$ cat src/rtl/cnn_pkg.sv
// Shared constants and types for the conv2d -> max_pool -> fully_connected chain.
package cnn_pkg;

  localparam int DATA_WIDTH     = 16;
  localparam int FRAC_BITS      = 8;
  localparam int FC_OUTPUT_SIZE = 10;

  typedef enum logic [1:0] {
    COLLECT = 2'd0,
    SCAN    = 2'd1,
    DONE    = 2'd2
  } collector_state_t;

endpackage

$ cat src/rtl/fc_result_collector.sv
// Captures the FC score stream into a local buffer, then runs a sequential
// signed argmax over it and holds the winning index and score.
//
// state   | meaning
// --------+----------------------------------------------------------
// COLLECT | accepting addressed score writes; in_done starts the scan
// SCAN    | one buffer element compared per cycle, busy high
// DONE    | result held; first in_valid opens the next frame
module fc_result_collector #(
  parameter int OUTPUT_SIZE = cnn_pkg::FC_OUTPUT_SIZE,
  parameter int DATA_WIDTH  = cnn_pkg::DATA_WIDTH,
  parameter int ADDR_WIDTH  = (OUTPUT_SIZE > 1) ? $clog2(OUTPUT_SIZE) : 1
) (
  input  logic                  clk,
  input  logic                  reset,
  input  logic [DATA_WIDTH-1:0] in_data,
  input  logic                  in_valid,
  input  logic [ADDR_WIDTH-1:0] in_addr,
  input  logic                  in_done,
  input  logic [ADDR_WIDTH-1:0] rd_addr,
  output logic [DATA_WIDTH-1:0] rd_data,
  output logic [ADDR_WIDTH-1:0] class_idx,
  output logic [DATA_WIDTH-1:0] class_score,
  output logic                  result_valid,
  output logic                  busy,
  output logic                  missing_err,
  output logic                  addr_err
);
  import cnn_pkg::*;

  localparam logic [ADDR_WIDTH:0]   SIZE_EXT = (ADDR_WIDTH+1)'(OUTPUT_SIZE);
  localparam logic [ADDR_WIDTH-1:0] LAST_IDX = ADDR_WIDTH'(OUTPUT_SIZE - 1);

  collector_state_t state, state_next;

  logic [DATA_WIDTH-1:0]  buffer [OUTPUT_SIZE];
  logic [OUTPUT_SIZE-1:0] mask;
  logic [OUTPUT_SIZE-1:0] wr_onehot;
  logic [ADDR_WIDTH-1:0]  scan_idx;
  logic [DATA_WIDTH-1:0]  scan_val;
  logic                   in_range;
  logic                   rd_in_range;
  logic                   accept;
  logic                   wr_en;

  assign in_range    = {1'b0, in_addr} < SIZE_EXT;
  assign rd_in_range = {1'b0, rd_addr} < SIZE_EXT;
  assign accept      = in_valid && (state == COLLECT || state == DONE);
  assign wr_en       = accept && in_range;
  assign scan_val    = buffer[scan_idx];

  always_comb begin
    wr_onehot = '0;
    if (wr_en) wr_onehot[in_addr] = 1'b1;
  end

  always_ff @(posedge clk) begin
    if (!reset) state <= COLLECT;
    else        state <= state_next;
  end

  always_comb begin
    state_next = state;
    case (state)
      COLLECT: if (in_done)               state_next = SCAN;
      SCAN:    if (scan_idx == LAST_IDX)  state_next = DONE;
      DONE:    if (in_valid)              state_next = COLLECT;
      default:                            state_next = COLLECT;
    endcase
  end

  always_comb begin
    busy = (state == SCAN);
  end

  always_ff @(posedge clk) begin
    if (!reset) begin
      for (int i = 0; i < OUTPUT_SIZE; i++) buffer[i] <= '0;
      mask         <= '0;
      rd_data      <= '0;
      class_idx    <= '0;
      class_score  <= '0;
      result_valid <= 1'b0;
      missing_err  <= 1'b0;
      addr_err     <= 1'b0;
      scan_idx     <= '0;
    end else begin
      // Nonblocking read: a same-cycle write to rd_addr returns the old value.
      rd_data <= rd_in_range ? buffer[rd_addr] : '0;
      if (wr_en) buffer[in_addr] <= in_data;

      case (state)
        COLLECT: begin
          mask <= mask | wr_onehot;
          if (accept && !in_range) addr_err <= 1'b1;
          if (in_done) begin
            missing_err <= ~&(mask | wr_onehot);
            scan_idx    <= '0;
          end
        end
        SCAN: begin
          scan_idx <= scan_idx + 1'b1;
          // Strict compare keeps the lowest index on ties.
          if (scan_idx == '0 || $signed(scan_val) > $signed(class_score)) begin
            class_idx   <= scan_idx;
            class_score <= scan_val;
          end
        end
        DONE: begin
          if (in_valid) begin
            mask         <= wr_onehot;
            result_valid <= 1'b0;
            missing_err  <= 1'b0;
            addr_err     <= !in_range;
          end else begin
            result_valid <= 1'b1;
          end
        end
        default: ;
      endcase
    end
  end

endmodule
$ cat config.mk
export PLATFORM = sky130hd
export DESIGN_NAME = fc_result_collector
export DESIGN_NICKNAME = d
export VERILOG_FILES = /design/src/rtl/cnn_pkg.sv /design/src/rtl/fc_result_collector.sv
export SDC_FILE = /design/constraint.sdc
export NUM_CORES = 1
export LEC_CHECK = 0
export BUFFER_PORTS_ARGS = -buffer_cell sky130_fd_sc_hd__buf_2
export CORE_ASPECT_RATIO = 1.25
export CORE_UTILIZATION = 40
export DETAILED_ROUTE_END_ITERATION = 8
export PLACE_DENSITY = 0.56
export SLEW_MARGIN = 0
export SYNTH_ARGS = -nofsm -noshare
export SYNTH_HDL_FRONTEND = slang
export SYNTH_SLANG_ARGS = --single-unit
$ cat constraint.sdc
create_clock -name clk -period 4.6 [get_ports clk]
set_input_delay 0.46 -clock clk [delete_from_list [all_inputs] [get_ports clk]]
set_output_delay 0.46 -clock clk [all_outputs]
set_load 0.03 [all_outputs]
==> results of run 1 <==
## through the flow
step / utilization [%] / setup WS [ns] / hold slack [ns]
after floorplan: - / 1.23 / 0.426
after global placement: 44.0 / 0.792 / 0.437
after detailed placement: 44.0 / 0.734 / 0.445
after CTS: 47.0 / 0.723 / 0.247
after global routing: 47.0 / 0.555 / 0.279
final: 47.0 / 0.729 / 0.281
## metal layers
layer | track usage (%) | wire (µm) | vias to the layer above
li1 | - | - | 3930
met4 | 6.84 | 1090 | 0
met2 | 37.4 | 20000 | 253
met3 | 2.65 | 2010 | 63
met5 | 0 | 0 | -
met1 | 25.5 | 15400 | 4477
## power by group through the flow
stage / clock network (mW) / registers, mW / logic [mW]
6_report: 2.75 / 3.27 / 0.643
5_1_grt: 2.90 / 3.28 / 0.695
4_1_cts: 2.81 / 3.27 / 0.648
3_5_place_dp: 0 / 3.33 / 0.647
3_3_place_gp: 0 / 3.32 / 0.643
2_1_floorplan: 0 / 3.35 / 0.415
## cell families (layout without fill, tap and decap cells)
| kind of cell | after synthesis | in the layout | share of synthesized area (%) |
|---|---|---|---|
| flops | 315 | 315 | 59.5 |
| other cells | 1 | 96 | 0.0251 |
| buf+inv | 99 | 189 | 3.71 |
| fa+ha+maj | 19 | 19 | 1.59 |
| compound gates | 63 | 63 | 2.80 |
| mux | 167 | 167 | 21.9 |
| simple gates | 297 | 297 | 10.6 |
## final cells by class
class                           count  area, µm²
Fill cell                        3263      19400
Timing Repair Buffer               92        563
Tap cell                          480        601
Multi-Input combinational cell    642       5860
Clock buffer                       41        853
Clock inverter                     16        244
Inverter                           40        150
Sequential cell                   315       8870
## worst paths after layout
| kind | endpoint | slack (ns) | cells after the start |
|---|---|---|---|
| min | state[1] | 0.28 | 3 |
| max | class_idx[2] | 0.73 | 10 |
| min reg2reg | class_idx[3] | 0.45 | 2 |
| max reg2reg | class_idx[2] | 0.73 | 10 |
## registers in the layout, summed over array words and instances, names as in the netlist, 2 cells and up, named ones only
name         cells
state            2
buffer         256
class_idx        4
rd_data         16
class_score     16
mask            10
scan_idx         4
## worst reg2reg max path: stages, from the launching register on
cell and delay [ns]:
dfxtp_4 0.47, buf_12 0.36, mux4_1 0.67, mux4_2 0.55
ha_1 0.35, a41o_1 0.22, a21oi_1 0.14, o21ai_0 0.09
a211o_1 0.25, mux2_4 0.46, mux2i_1 0.17
## placed cells by master (no fill, tap or decap), types with 2 or more instances in the layout
cell type	Yosys	final
buf_2	7	66
inv_1	40	40
edfxtp_1	256	256
nor3_1	3	2
buf_12	1	3
clkbuf_16	0	31
ha_1	19	19
nand2_1	84	84
o21ai_0	7	6
conb_1	1	96
a22oi_1	2	2
nand2b_1	4	4
bufinv_16	0	6
nor4b_2	3	3
mux4_2	63	63
and2_1	109	109
nand3_1	6	6
a31oi_1	3	3
and4_1	3	3
a21oi_1	12	12
clkbuf_8	7	4
clkinv_4	0	2
clkinvlp_4	0	3
dfxtp_1	59	57
clkbuf_1	31	6
mux4_1	49	49
nor2_1	47	47
buf_4	2	23
and3_1	21	21
nor2b_1	9	9
a21o_1	10	10
clkinv_2	0	4
mux2i_1	54	54
o22ai_1	19	19
==> impl_metrics.ini, run 1 <==
[setup_path]
worst_path_max_delay_cell = mux4_1
worst-endpoint-required_ns = 5.04
critPathTopFamily = multiplexers
cp_num_buf_inv = 1
cp_data_arrival_time_ns = 4.31
setup.worst_path.class = flop to flop
cp-end-kind = flop
cp_max_fo = 46
path_cells = buf_12 > mux4_1 > mux4_2 > ha_1 > a41o_1 > a21oi_1 > o21ai_0 > a211o_1 > mux2_4 > mux2i_1
critPathLaunchType = flop
cpPeakStageDelay_ns = 0.62

[sta]
slew_viol_final = 0
max_slew_margin_pct = 21.4
period_minus_slack_ns = 3.87
max_freq_mhz = 258
min_period_over_period_pct = 84.2
rsz0062_at_grt = no
finalClockSkew_ns = 0.00780
tightest_slew_ns = 1.18
finalSetupTns_ns = 0
setup_viol_count_final = 0
hold_viol = 0

[clocking]
cts_root_buffer = clkbuf_16
cts_setup_buffers = 0
cts_tree = yes
clk_latency_ns = 0.57
numCtsBuffers = 31
clk_transition_reported_paths_ns = 0.06
cts_hold_buf = 0
clockBufferDepth = 3
cts_resized = 0
htreeDepth = 1
clock_sinks = 315

[finish]
num_antenna_cells = 0
nets = 1169
fin_area_mm2 = 0.0171
final_layout_size_suffix_gt1_share_pct = 18.8
instances_no_fill = 1626
area_growth_pct = 15.0

[placement]
post-dp-hpwl_mm = 23.6
dpl.cell_count = 1569
place_area_mm2 = 0.0161
port_buffers = 67
gp_congestion = 0.808

[global_route]
globalRouteOverflowTotal = 0
grt_max_degree = 65
grtUsageTotal_pct = 20.7
grt_first_pass_wirelength_mm = 57.6
antenna_found_initial = 0
grt_pass1_vias = 8964

[power]
p_sw_mw = 1.55
p_per_area_mw_per_mm2 = 388
power.total_mw = 6.66
vdd_drop_max_mv = 0.278
swShare_pct = 23.3
seq_power_share_pct = 49.1
p_int_mw = 5.11
power.share.clock_pct = 41.3
leakagePower_nw = 6.79
combPwrFrac_pct = 9.6

[drt]
drt-total-wl_mm = 38.5
drt_iter0_drc = 576
num_vias = 8723
ant_nets = 0
routed_via_density = 5.36
dr.pass1.iters = 7
routedWlPerCell_um = 23.7
drc = 0

[floorplan]
die_w_um = 175
floorplan.initialDensity_pct = 40.9
die_y_um = 218
core_area_mm2 = 0.0365
ios = 68
rows = 78
die_area_mm2 = 0.0381

[synthesis]
synth_edf_count = 256
synth_area_per_cell_um2 = 15.5
yosys.area.top_type = edfxtp_1
synthCells = 961
synth_top_area_share_pct = 51.5
synth_cell_types = 51
yosysSeqAreaShare_pct = 59.5
ys.flop_type = edfxtp_1
ys_top_cells_by_count = edfxtp_1, and2_1, nand2_1, mux4_2, dfxtp_1
yosys_warnings = 0
synth.most_common_cell = edfxtp_1
synth-seq-cells = 315
synth.area.top_cells = edfxtp_1, mux4_2, mux4_1
synthArstFlopShare_pct = 0
synth_area_mm2 = 0.0149

[flow_run]
drv_cap = 0

[run_status]
status = finished clean

[min_path]
min_path_type = input pin to flop
hp-start = in_valid
Note: power is estimated with default switching activity, not from simulation.
==> run 2: changes to the inputs <==
==> constraint.sdc (replaced) <==
create_clock -name clk -period 3.6 [get_ports clk]
set_input_delay 0.36 -clock clk [delete_from_list [all_inputs] [get_ports clk]]
set_output_delay 0.36 -clock clk [all_outputs]
set_load 0.03 [all_outputs]
==> run 2 against run 1 <==
Sequential power increased by 28%. Final cell count increased by 2.5%. Die area unchanged. Via count increased by 1.6%. Highest routed layer unchanged. Clock power increased by 25%. Critical path depth increased by 1. Sequential cell count unchanged. Fmax increased by 9.6%. Critical endpoint is now class_score[4]. Clock-buffer cell count increased by 4.
==> impl_metrics.ini, run 2 (same netlist as run 1, synthesis figures left out) <==
[floorplan]
die_w_um = 175
core_area_mm2 = 0.0365
die_area_mm2 = 0.0381
rows = 78
ios = 68
floorplan.initialDensity_pct = 40.9
die_y_um = 218

[drt]
routedWlPerCell_um = 23.4
ant_nets = 0
drc = 0
drt_iter0_drc = 668
dr.pass1.iters = 5
num_vias = 8862
routed_via_density = 5.32
drt-total-wl_mm = 39.0

[sta]
finalSetupTns_ns = 0
period_minus_slack_ns = 3.53
tightest_slew_ns = 0.701
holdWs_ns = 0.202
finalClockSkew_ns = 0.0157
min_period_over_period_pct = 98.1
slew_viol_final = 0
setup_viol_count_final = 0
max_slew_margin_pct = 53.1
setup_slack_ns = 0.0669
max_freq_mhz = 283
hold_viol = 0

[global_route]
globalRouteOverflowTotal = 0
grt_pass1_vias = 9101
grt_first_pass_wirelength_mm = 57.6
grt_max_degree = 54
grtUsageTotal_pct = 20.9
antenna_found_initial = 1

[placement]
post-dp-hpwl_mm = 24.4
post-place-ws_ns = -0.00227
dpl.cell_count = 1593
gp_congestion = 0.835
port_buffers = 67
place_area_mm2 = 0.0164

[flow_run]
drv_cap = 0

[min_path]
min_to = buffer[8][14]
min_path_type = input pin to flop
hp-start = in_data[14]
hold_path_depth = 2

[setup_path]
cp_max_fo = 6
worst-endpoint-required_ns = 4.01
path_cells = buf_12 > buf_8 > buf_12 > mux4_1 > mux4_2 > ha_4 > a21oi_1 > o21ai_2 > a211o_4 > mux2_4 > mux2i_1
worst_path_max_delay_cell = mux4_2
reg2reg_slack_ns = 0.07
cp_num_buf_inv = 3
critPathLaunchType = flop
r2r_cells = 11
cpMostUsedCell = buf_12
cpPeakStageDelay_ns = 0.59
reg2reg_to = class_score[4]
cp-end-kind = flop
critPathTopFamily = multiplexers
setup.worst_path.class = flop to flop
cp_data_arrival_time_ns = 3.94

[run_status]
status = finished clean

[clocking]
cts_root_buffer = clkbuf_16
cts_hold_buf = 0
clk_transition_reported_paths_ns = 0.06
clk_latency_ns = 0.53
numCtsBuffers = 34
cts_tree = yes
clock_sinks = 315
htreeDepth = 2
clockBufferDepth = 3

[power]
vdd_drop_max_mv = 0.261
p_per_area_mw_per_mm2 = 484
leakagePower_nw = 7.00

[finish]
area_growth_pct = 18.6
num_antenna_cells = 0
nets = 1207
final_common_cell = edfxtp_1
largest_reg_flops = 256
instances_no_fill = 1666
fin_area_mm2 = 0.0177
final_cell_mix = edfxtp_1, and2_1, conb_1, nand2_1, mux4_2
top_register = buffer
largest_registers = buffer x256, class_score x16, rd_data x16
fill_cells = 3231
final_layout_size_suffix_gt1_share_pct = 22.8
==> run 2: worst register-to-register path, stage by stage, from the launching register on <==
cell     delay (ns)
dfxtp_4        0.39
buf_12         0.16
buf_8          0.14
buf_12         0.13
mux4_1         0.58
mux4_2         0.59
ha_4           0.26
a21oi_1        0.16
o21ai_2        0.10
a211o_4        0.39
mux2_4         0.38
mux2i_1        0.14
==> run 2: per-layer routing <==
| layer | track usage (%) | part of all wire (%) | vias up |
|---|---|---|---|
| li1 | - | - | 4007 |
| met1 | 25.6 | 39 | 4527 |
| met2 | 37.3 | 52 | 259 |
| met3 | 3.26 | 5.1 | 69 |
| met4 | 6.96 | 3.1 | 0 |
| met5 | 0 | 0 | - |
==> run 2: worst max path at each step <==
| stage | endpoint | cells after the start | startpoint | slack (ns) |
|---|---|---|---|---|
| 4_1_cts | class_score[8] | 10 | flop | 0.01 |
| 3_5_place_dp | class_score[8] | 10 | flop | -0.002 |
| 5_1_grt | class_score[6] | 11 | flop | -0.03 |
| 2_1_floorplan | class_idx[0] | 12 | flop | 0.23 |
| 3_3_place_gp | class_idx[0] | 10 | flop | -0.003 |
| 6_report | class_score[4] | 11 | flop | 0.07 |
==> run 2: final cells by class <==
type	count	area (µm²)	share of cell area [%]
Clock buffer	45	956	5.40
Clock inverter	17	130	0.736
Inverter	40	150	0.849
Multi-Input combinational cell	645	6000	33.9
Sequential cell	315	8870	50.2
Tap cell	480	601	3.39
Timing Repair Buffer	124	986	5.57
==> run 2: power by group <==
group	leakage, nW	total [mW]	switching, mW	internal [mW]
logic	3.33	0.956	0.536	0.420
clock network	0.535	3.44	1.43	2.01
registers	3.13	4.18	0.0743	4.10
total	7.00	8.57	2.04	6.54
==> run 2: per-stage QoR <==
step           power, mW  util (%)
2_1_floorplan       4.81         -
3_3_place_gp        5.12      44.9
3_5_place_dp        5.13      44.9
4_1_cts             8.57      47.9
5_1_grt             8.85      48.5
6_report            8.57      48.5
==> run 2: what timing repair did <==
item                                    in CTS  in global routing
resized for setup                            1                 31
endpoints found under the hold margin        0                  0
cloned                                       1                  2
pin swaps                                    0                  6
setup buffers                                0                  8
endpoints found under the setup margin      20                 20
==> run 3: changes to the inputs <==
--- a/config.mk
+++ b/config.mk
@@ -5,8 +5,11 @@
 export SDC_FILE = /design/constraint.sdc
 export NUM_CORES = 1
 export LEC_CHECK = 0
+export ABC_AREA = 1
+export ABC_CLOCK_PERIOD_IN_PS = 3600
 export BUFFER_PORTS_ARGS = -buffer_cell sky130_fd_sc_hd__buf_2
 export CORE_ASPECT_RATIO = 1.25
+export CORE_MARGIN = 3
 export CORE_UTILIZATION = 40
 export DETAILED_ROUTE_END_ITERATION = 8
 export PLACE_DENSITY = 0.56
==> run 3 against run 2 <==
First-iteration DRC count rose by 65%. Non-clock buffer count fell by 17. Hold slack got worse by 0.031 ns. Clock power rose by 2%. Critical endpoint is now class_score[5]. Largest cell class unchanged. Wire length rose by 11%. Register-to-register slack improved by 0.24 ns. Largest power group unchanged. Clock-buffer cell count rose by 5.
==> impl_metrics.ini, run 3 <==
[run_status]
status = finished clean

[power]
p_per_area_mw_per_mm2 = 516
power.total_mw = 8.92
leakagePower_nw = 6.92
vdd_drop_max_mv = 0.326

[floorplan]
ios = 68
die_y_um = 223
rows = 78
core_area_mm2 = 0.0367
floorplan.initialDensity_pct = 41.0
die_area_mm2 = 0.0400
die_w_um = 180

[min_path]
hp-start = in_data[15]
min_path_type = input pin to flop
hold_path_depth = 3
min_to = buffer[2][15]

[drt]
drt-total-wl_mm = 43.5
drt_iter0_drc = 1100
routed_via_density = 5.27
drc = 0
ant_nets = 0
dr.pass1.iters = 7
num_vias = 11886
routedWlPerCell_um = 19.3

[finish]
instances_no_fill = 2255
final_cell_mix = nor2_1, edfxtp_1, nand2_1, o21ai_0, inv_1
final_layout_size_suffix_gt1_share_pct = 10.5
area_growth_pct = 14.9
top_register = buffer
num_antenna_cells = 0
nets = 1795
utilization_pct = 47.1
largest_reg_flops = 256
fill_cells = 3610
final_common_cell = nor2_1
fin_area_mm2 = 0.0173
largest_registers = buffer x256, class_score x16, rd_data x16

[synthesis]
synth_area_mm2 = 0.0151
synth_cell_types = 34
synth-seq-cells = 315
synth_edf_count = 256
yosysSeqAreaShare_pct = 58.9
synth_area_per_cell_um2 = 9.33
synth.area.top_cells = edfxtp_1, dfxtp_1, nor2_1
synth.most_common_cell = nor2_1
synthArstFlopShare_pct = 0
synth_top_area_share_pct = 51.1
yosys.area.top_type = edfxtp_1
yosys_warnings = 0
ys.flop_type = edfxtp_1
ys_top_cells_by_count = nor2_1, edfxtp_1, nand2_1, o21ai_0, inv_1
synthCells = 1614

[setup_path]
setup.worst_path.class = flop to flop
critPathLaunchType = flop
worst-endpoint-required_ns = 4.01
reg2reg_to = class_score[5]
cp-end-kind = flop
reg2reg_slack_ns = 0.31
cp_data_arrival_time_ns = 3.70
cp_max_fo = 29
r2r_cells = 19

[sta]
rsz0062_at_grt = no
setup_viol_count_final = 0
setup_slack_ns = 0.310
max_freq_mhz = 304
tightest_slew_ns = 0.988
slew_viol_final = 0
min_period_over_period_pct = 91.4
max_slew_margin_pct = 34.0
finalClockSkew_ns = 0.0291
period_minus_slack_ns = 3.29
finalSetupTns_ns = 0
hold_viol = 0
holdWs_ns = 0.172

[clocking]
cts_hold_buf = 0
cts_resized = 0
clk_latency_ns = 0.54
clock_sinks = 315
clk_transition_reported_paths_ns = 0.06
cts_root_buffer = clkbuf_16
clockBufferDepth = 3
htreeDepth = 2
cts_setup_buffers = 0
cts_tree = yes
numCtsBuffers = 35

[global_route]
grt_pass1_vias = 11422
grtUsageTotal_pct = 21.2
globalRouteOverflowTotal = 0
grt_max_degree = 103
grt_first_pass_wirelength_mm = 66.6
antenna_found_initial = 0

[placement]
post-place-ws_ns = 0.372
post-dp-hpwl_mm = 29.3
port_buffers = 67
dpl.cell_count = 2191
gp_congestion = 0.859
place_area_mm2 = 0.0162

[flow_run]
drv_cap = 0
run 3: changes by cell type after synthesis, sizes merged, moves of 79 or more:
cell,before,now
a21oi,12,115
o21ai,8,162
inv,40,162
nand3,6,119
and2,109,0
nand2,84,214
mux4,112,0
nor2,47,282
o211ai,0,79
run 3: logic make-up (layout without fill, tap and decap cells):
logic type | count (synthesis) | after routing | share of synthesized area, %
and+or+nand+nor | 622 | 622 | 16.8
other | 1 | 96 | 0.0249
AOI/OAI and AO/OA | 387 | 387 | 14.8
buffers and inverters | 270 | 336 | 7.84
DFF | 315 | 315 | 58.9
adders and majority gates | 19 | 19 | 1.58
run 3: how the worst max path moves through the flow:
stage / from / to / slack [ns] / cells past startpoint
after floorplan: flop / class_score[12] / 1.12 / 20
after global placement: flop / class_score[3] / 0.40 / 19
after detailed placement: flop / class_score[5] / 0.37 / 19
after CTS: flop / class_score[5] / 0.33 / 19
after global routing: flop / class_score[8] / 0.03 / 23
final: flop / class_score[5] / 0.31 / 19
run 3: critical path, stage by stage (launching register included):
cell	delay, ns
dfxtp_2	0.53
buf_4	0.34
a21oi_1	0.06
o21ai_0	0.07
nand2_1	0.07
o211ai_1	0.33
nand2_1	0.21
ha_1	0.32
nand2_1	0.06
nor2_1	0.15
nand2_1	0.07
nand2_1	0.06
nand2_1	0.06
nand3_1	0.07
nand3_1	0.09
nand2_1	0.08
buf_4	0.29
nand3_1	0.12
nand2_1	0.13
nor2_2	0.03
run 3: metal layers:
layer / GRT usage, % / share of wire (%) / vias to the layer above
met3: 3.56 / 6.1 / 91
met2: 35.1 / 48 / 377
li1: - / - / 5727
met1: 28.2 / 43 / 5691
met5: 0 / 0 / -
met4: 7.54 / 3.2 / 0
run 3: report_power, final:
part | internal (mW) | switching (mW) | leakage [nW]
logic | 0.354 | 0.850 | 3.26
registers | 4.12 | 0.0896 | 3.12
clock network | 2.03 | 1.47 | 0.539
run 3: layout make-up:
class / instances / area (µm²) / share of cell area (%)
clock inverters: 14 / 129 / 0.745
multi-input cells: 1124 / 5370 / 31.1
flip-flops and latches: 315 / 8870 / 51.3
clock buffers: 50 / 973 / 5.63
repair buffers: 107 / 726 / 4.20
inverters: 165 / 622 / 3.60
well taps: 480 / 601 / 3.47
